## src/rtl/fft_output_collector.sv

```systemverilog
// FFT output collector: captures one frame of N bins delivered two per beat,
// then replays it as a natural-order serial stream over valid/ready.
module fft_output_collector #(
    parameter int N = 8
) (
    input  logic                 clk,
    input  logic                 rstn,
    input  logic                 fft_ready_i,
    input  logic [31:0]          x0_re_i,
    input  logic [31:0]          x0_im_i,
    input  logic [31:0]          x1_re_i,
    input  logic [31:0]          x1_im_i,
    output logic                 m_valid_o,
    input  logic                 m_ready_i,
    output logic [31:0]          m_re_o,
    output logic [31:0]          m_im_o,
    output logic [$clog2(N)-1:0] m_index_o,
    output logic                 m_last_o,
    output logic                 busy_o,
    output logic                 overflow_o,
    output logic                 trunc_o,
    input  logic                 clear_i
);
    localparam int H  = N / 2;
    localparam int AW = $clog2(N);
    localparam int BW = $clog2(H);

    typedef enum logic [1:0] {
        S_IDLE,
        S_CAPTURE,
        S_DRAIN
    } state_t;

    state_t          state_q;
    logic [63:0]     bank0_q [H];
    logic [63:0]     bank1_q [H];
    logic [63:0]     rd_data_q;
    logic [BW-1:0]   beat_q;
    logic [AW:0]     fetch_q;
    logic [AW-1:0]   rd_idx_q;
    logic            rd_valid_q;
    logic            rdy_q;
    logic            armed_q;
    logic            m_valid_q;
    logic [31:0]     m_re_q;
    logic [31:0]     m_im_q;
    logic [AW-1:0]   m_index_q;
    logic            m_last_q;
    logic            busy_q;
    logic            ovf_q;
    logic            trunc_q;

    logic            rise;
    logic            out_free;
    logic            wr_en;
    logic [BW-1:0]   wr_addr;
    logic            rd_en;
    logic            ovf_d;
    logic            trunc_d;

    // Edge detect, buffer port control and sticky flag next-state.
    // armed_q blocks a level that was already high when reset released.
    always_comb begin
        rise     = fft_ready_i & ~rdy_q & armed_q;
        out_free = ~m_valid_q | m_ready_i;
        wr_en    = 1'b0;
        wr_addr  = beat_q;
        rd_en    = 1'b0;
        if (state_q == S_IDLE) begin
            wr_en   = rise;
            wr_addr = '0;
        end else if (state_q == S_CAPTURE) begin
            wr_en   = fft_ready_i;
        end else if (state_q == S_DRAIN) begin
            rd_en   = (~rd_valid_q | out_free) & ~fetch_q[AW];
        end
        ovf_d   = (ovf_q & ~clear_i)
                | ((state_q == S_DRAIN) & rise);
        trunc_d = (trunc_q & ~clear_i)
                | ((state_q == S_CAPTURE) & ~fft_ready_i);
    end

    // Frame buffer with registered read feeding the prefetch stage.
    always_ff @(posedge clk) begin
        if (wr_en) begin
            bank0_q[wr_addr] <= {x0_re_i, x0_im_i};
            bank1_q[wr_addr] <= {x1_re_i, x1_im_i};
        end
        if (rd_en) begin
            rd_data_q <= fetch_q[AW-1] ? bank1_q[fetch_q[BW-1:0]]
                                       : bank0_q[fetch_q[BW-1:0]];
        end
    end

    // Control FSM: capture beats, then drain through prefetch and output regs.
    always_ff @(posedge clk) begin
        if (!rstn) begin
            state_q    <= S_IDLE;
            beat_q     <= '0;
            fetch_q    <= '0;
            rd_idx_q   <= '0;
            rd_valid_q <= 1'b0;
            rdy_q      <= 1'b0;
            armed_q    <= 1'b0;
            m_valid_q  <= 1'b0;
            m_re_q     <= '0;
            m_im_q     <= '0;
            m_index_q  <= '0;
            m_last_q   <= 1'b0;
            busy_q     <= 1'b0;
            ovf_q      <= 1'b0;
            trunc_q    <= 1'b0;
        end else begin
            rdy_q   <= fft_ready_i;
            ovf_q   <= ovf_d;
            trunc_q <= trunc_d;
            if (!fft_ready_i) begin
                armed_q <= 1'b1;
            end
            unique case (state_q)
                S_IDLE: begin
                    if (rise) begin
                        beat_q  <= BW'(1);
                        busy_q  <= 1'b1;
                        state_q <= S_CAPTURE;
                    end
                end
                S_CAPTURE: begin
                    if (!fft_ready_i) begin
                        busy_q  <= 1'b0;
                        state_q <= S_IDLE;
                    end else if (beat_q == BW'(H - 1)) begin
                        fetch_q    <= '0;
                        rd_valid_q <= 1'b0;
                        state_q    <= S_DRAIN;
                    end else begin
                        beat_q <= beat_q + BW'(1);
                    end
                end
                S_DRAIN: begin
                    if (rd_en) begin
                        fetch_q    <= fetch_q + (AW+1)'(1);
                        rd_idx_q   <= fetch_q[AW-1:0];
                        rd_valid_q <= 1'b1;
                    end else if (out_free) begin
                        rd_valid_q <= 1'b0;
                    end
                    if (out_free) begin
                        m_valid_q <= rd_valid_q;
                        if (rd_valid_q) begin
                            m_re_q    <= rd_data_q[63:32];
                            m_im_q    <= rd_data_q[31:0];
                            m_index_q <= rd_idx_q;
                            m_last_q  <= (rd_idx_q == AW'(N - 1));
                        end
                    end
                    if (m_valid_q && m_ready_i && m_last_q) begin
                        m_valid_q <= 1'b0;
                        busy_q    <= 1'b0;
                        state_q   <= S_IDLE;
                    end
                end
                default: begin
                    state_q <= S_IDLE;
                end
            endcase
        end
    end

    assign m_valid_o  = m_valid_q;
    assign m_re_o     = m_re_q;
    assign m_im_o     = m_im_q;
    assign m_index_o  = m_index_q;
    assign m_last_o   = m_last_q;
    assign busy_o     = busy_q;
    assign overflow_o = ovf_q;
    assign trunc_o    = trunc_q;

endmodule

```

## config.mk

```make
export PLATFORM = sky130hd
export DESIGN_NAME = fft_output_collector
export DESIGN_NICKNAME = d
export VERILOG_FILES = /design/src/rtl/fft_output_collector.sv
export SDC_FILE = /design/constraint.sdc
export NUM_CORES = 1
export LEC_CHECK = 0
export ABC_AREA = 1
export BUFFER_PORTS_ARGS = -buffer_cell sky130_fd_sc_hd__buf_2
export CORE_MARGIN = 1.5
export CORE_UTILIZATION = 59
export CTS_CLUSTER_SIZE = 40
export DETAILED_ROUTE_END_ITERATION = 12
export GPL_ROUTABILITY_DRIVEN = 0
export PLACE_DENSITY = 0.8
export SYNTH_ARGS = -nofsm -noshare
export SYNTH_HDL_FRONTEND = slang
export SYNTH_SLANG_ARGS = --single-unit
export TNS_END_PERCENT = 30
```

## constraint.sdc

```tcl
create_clock -name clk -period 18.78 [get_ports clk]
set_input_delay 2.817 -clock clk [delete_from_list [all_inputs] [get_ports clk]]
set_output_delay 2.817 -clock clk [all_outputs]
set_load 0.02 [all_outputs]
```

After elaboration in Yosys (flattened, before gate mapping)
Memory sizes are Yosys's and may differ from the RTL's. A register that Yosys moved wholly into a read port is not among the register bits.
Cells that the tools add are included.
{"block": "word_totals", "regBits": 150, "mem_bits_rw": 512, "elab_cells": 101, "n_memories": 2}
{"block": "classes", "addsub": 2, "eq_ne": 13, "muxes": 36, "bitwise_logic": 17, "reduce_logical": 15}
{"name": "bank0_q", "words": 4, "word_bits": 64, "read_ports": 1, "rd_ports_with_merged_regs": 1, "write_ports": 1, "line_no": "35", "rtl": "logic [63:0] bank0_q [H];"}
{"name": "bank1_q", "words": 4, "word_bits": 64, "read_ports": 1, "rd_ports_with_merged_regs": 1, "write_ports": 1, "line_no": "36", "rtl": "logic [63:0] bank1_q [H];"}
{"op": "$mux 64", "count": 1}
{"op": "$mux 2", "count": 11}
{"op": "$mux 1", "count": 16}
{"op": "$reduce_and 4->1", "count": 4}
{"op": "$mux 4", "count": 3}
{"op": "$ne 2x2->1 const B", "count": 5}
{"op": "$pmux 4 s2", "count": 1}
{"op": "$and 1x1->1", "count": 7}
{"op": "$not 1->1", "count": 6}
{"op": "$pmux 2 s3", "count": 1}
{"op": "$reduce_and 3->1", "count": 2}
{"op": "$reduce_bool 2->1", "count": 3}
{"op": "$add 4x1->4 const B", "count": 1}
{"op": "$eq 2x2->1 const B", "count": 2}
{"op": "$ne 2x1->1 const B", "count": 2}
{"op": "$or 1x1->1", "count": 4}
{"op": "$pmux 2 s2", "count": 1}
{"op": "$reduce_and 2->1", "count": 2}
{"op": "$eq 3x3->1 const B", "count": 1}
{"op": "$ne 3x2->1 const B", "count": 1}
{"op": "$ne 3x3->1 const B", "count": 1}
{"op": "$pmux 1 s3", "count": 1}
{"op": "$reduce_bool 3->1", "count": 1}
{"op": "$add 2x1->2 const B", "count": 1}
{"op": "4 further kinds", "count": 5}

Logic depth before layout (Yosys ltp)
{"block": "logic_depth", "word_depth": 11, "mapped_depth": 11}

Least setup slack after synthesis
No wires, ideal clock.
{"block": "synth_path", "path_kind": "input to register", "from": "input fft_ready_i", "to": "memory bank0_q[2][0] (enable)", "setup_ps": 929, "arrival_ps": 15163, "required_ps": 17851, "setup_slack_ps": 2688, "cell_stages": 4, "cell_sequence": "nand3b_1 -> nand2_1 -> o21ai_0 -> nor4_1"}
{"block": "synth_via", "elab_chain_len": 5}
{"item": "start, declared", "line_no": "8", "rtl": "input logic fft_ready_i,"}
{"item": "$and 1x1->1 (2 in a row)", "line_no": "64", "rtl": "rise = fft_ready_i & ~rdy_q & armed_q;"}
{"item": "$mux 1 *", "line_no": "69", "rtl": "if (state_q == S_IDLE) begin"}
{"item": "$mux 1 *", "line_no": "85", "rtl": "if (wr_en) begin"}
{"item": "$mux 1 (not written as such) *", "line_no": "86", "rtl": "bank0_q[wr_addr] <= {x0_re_i, x0_im_i};"}
{"item": "end, declared", "line_no": "35"}
Every way passes the cells marked *; elsewhere a longest branch is shown, timed or not.

Worst setup path after layout
{"block": "layout_path", "from": "input fft_ready_i", "to": "memory bank0_q[0][35] (enable)"}
The elaborated chain is that of the path after synthesis.

==> metrics.cfg <==
[timing]
fin_skew_ns=0.02005
maxSlewHeadroom_pct=20.30
rsz0062_at_grt=false
fin_crit_sh_pct=27.93
tns_ns=0
period_minus_slack_ns=5.245
tightest_slew_ns=1.196
fmax_ghz=0.1907
final_hold_viol_count=0
setup_viol=0
slew_viol_final=0

[global_route]
grt_overflow=0
grt_antenna_before_repair=19
grt_pass1_wl_um=88280
grt_usage_pct=26.27
grt_max_degree=129
grt_pass1_vias=16193

[synthesis]
synth_cell_types=28
synthArstFlopShare_pct=0
syn-instance-count=2078
synth_seq_cells=664
synth_nets=2217
yosysTopAreaCell=edfxtp_1
ys_seq_area_share_pct=75.62
yosys_warnings=0
netlist_top_cells_area=edfxtp_1 (69%), dfxtp_1 (7.0%), nor2_1 (6.0%)
yosysMostFrequentCell=edfxtp_1
synth-main-ff-cell=edfxtp_1
synth_area_um2=25200
post_synth.cell_area_avg_um2=12.13
yosys.area.top_type_share_pct=68.63
synth_edf_count=576
synth_common_cells=edfxtp_1 (576), nor2_1 (405), nand2_1 (359), o21ai_0 (258), o21ai_1 (131)

[critical_path]
start_kind=primary input
path_cells=buf_2, nand3b_1, nand2_1, o21ai_0, a211oi_4, buf_4, buf_4
cp_max_fo=68
critPathTopFamily=buffers and inverters
worst_path_largest_cell_delay_ns=0.88
reg2regPathDepth=7
cp_slowest_cell=buf_4
crit_buf_inv=3
cp-end-kind=flip-flop
critPathRequiredTime_ns=18.96
cp_common_cell=buf_4
path_class=primary input to flip-flop
cp.arrival_ns=5.43
path_depth=7

[die]
core_area_um2=42040
die_area_um2=43970
num_rows=75
die_w_um=209.7
fp.dieH_um=209.7
start_util_pct=59.95
io_pins=205

[clock_tree]
htree_levels=3
clk_root_buffer_cell=clkbuf_16
post_cts_buffers=0
hold_buffers=0
numClockSinks=664
cts_resized=0
cts_inserted_buffers=67
clk_path_buf_depth=3
insertion_delay_ns=0.58
clk_pin_slew_worst_paths_ns=0.06
cts_tree=done

[placed_design]
dpl.hpwl_um=31510
io_buffers=204

[drt]
via_count=16499
detail-route-antenna-nets=0
drt-total-wl_um=57260
drc=0
first_iter_violations=1827
routed_via_density=5.773
first_pass_iters=6
wire_per_inst_um=20.04

[power]
p_comb_share_pct=19.9
finalPower_mw=3.996
vdd_ir_drop_max_mv=0.1028
power_frac_clock_pct=31.6
swShare_pct=29.07
power.share.sequential_pct=48.5
p_sw_mw=1.162
p_int_mw=2.835
p_per_area_nw_per_um2=139.4
leakagePower_nw=10.23

[final_layout]
nNetsFinal=2388
drive_above_1_share_pct=14.35
area_growth_syn_to_layout_pct=13.75
utilization_pct=68.19

[run]
drv_cap=0

[run_status]
status=complete, no violations

[hold_path]
hold_class=flip-flop to flip-flop
hold_depth=2

[power by group through the flow]
stage	Clock, mW	Sequential [mW]	Combinational [mW]
floorplan	0	2.00	0.578
global placement	0	1.96	0.749
detailed placement	0	1.97	0.787
CTS	1.28	1.94	0.797
global route	1.34	1.95	0.909
finish	1.26	1.94	0.797
[kinds of logic (layout without fill, tap and decap cells)]
kind of cell / after synthesis / in the layout / share of synthesized area [%]
AND/OR/NAND/NOR: 786 / 786 / 11.86
flip-flops: 664 / 664 / 75.62
AO/OA/AOI/OAI: 473 / 473 / 9.428
buffers and inverters: 148 / 370 / 2.765
adder cells (fa/ha/maj): 6 / 6 / 0.2979
XOR/XNOR: 1 / 1 / 0.03476
other: 0 / 19 / 0
[placed cells by master, fill, tap and decap left out]
cell and instances:
inv_6 3, buf_12 1, inv_1 22, nand3_1 11, nand3b_1 1, or2_2 3, a211oi_4 1, diode_2 19
nor3_1 1, nand4_1 2, clkbuf_1 24, buf_16 1, o21ai_0 258, nor2_1 405, a22oi_1 1, nor4_2 1
dfxtp_4 3, clkinv_1 5, clkbuf_16 69, clkinvlp_4 1, xor2_1 1, clkbuf_8 6, o22ai_1 1, buf_4 17
edfxtp_1 576, inv_2 2, nor3_2 2, buf_2 204, nand3_4 1, a21oi_1 80, o21ai_1 131, ha_1 6
clkinv_2 12, bufinv_16 3, o211ai_1 1, nand2_1 359, dfxtp_1 85
[per-layer routing]
metal	GRT usage [%]	vias to the layer above	wire, µm
li1	-	7619	-
met4	7.740	10	962
met3	6.150	87	5577
met2	42.86	644	27770
met5	0	-	56
met1	35.61	8139	22900
[layout make-up]
| class | count | area, µm² |
|---|---|---|
| flip-flops and latches | 664 | 19070 |
| fillers | 2839 | 13370 |
| multi-input cells | 1266 | 5489 |
| clock buffers | 99 | 1899 |
| repair buffers | 223 | 1196 |
| well taps | 539 | 674.4 |
| clock inverters | 21 | 183.9 |
| inverters | 27 | 108.9 |
| diodes | 19 | 47.55 |
[sequential cells by signal, summed over array words and instances (netlist names), 2 cells and up, named ones only]
name and flops:
m_im_o 32, beat_q 2, rd_data_q 64, state_q 2, m_re_o 32, bank1_q 256
fetch_q 4, m_index_o 3, bank0_q 256, rd_idx_q 3
[worst register-to-register path: stages (launching register included)]
cell and delay (ns):
dfxtp_4 0.57, inv_6 0.61, buf_4 0.88, buf_4 0.87
o21ai_0 0.32, o21ai_1 0.14, nand2_1 0.07, nand2_1 0.10
[through the flow]
step | instance area [µm²] | hold slack (ns) | cells | setup slack, ns
2_1_floorplan | 25200 | 0.4257 | 2078 | 2.688
3_3_place_gp | 26510 | 0.4369 | 2718 | 13.02
3_5_place_dp | 26510 | 0.4468 | 2718 | 12.99
4_1_cts | 28590 | 0.4554 | 2838 | 13.57
5_1_grt | 28630 | 0.4763 | 2842 | 13.37
6_report | 28670 | 0.4548 | 2858 | 13.54
[path summary, 6_finish.rpt]
path / endpoint / from / slack [ns]
hold / removal: armed_q / armed_q / 0.45
hold reg to reg: armed_q / armed_q / 0.45
setup / recovery: bank0_q[0][35] / fft_ready_i / 13.54
setup reg to reg: rd_data_q[14] / flip-flop / 15.10
Power figures use the tool's default switching activity.
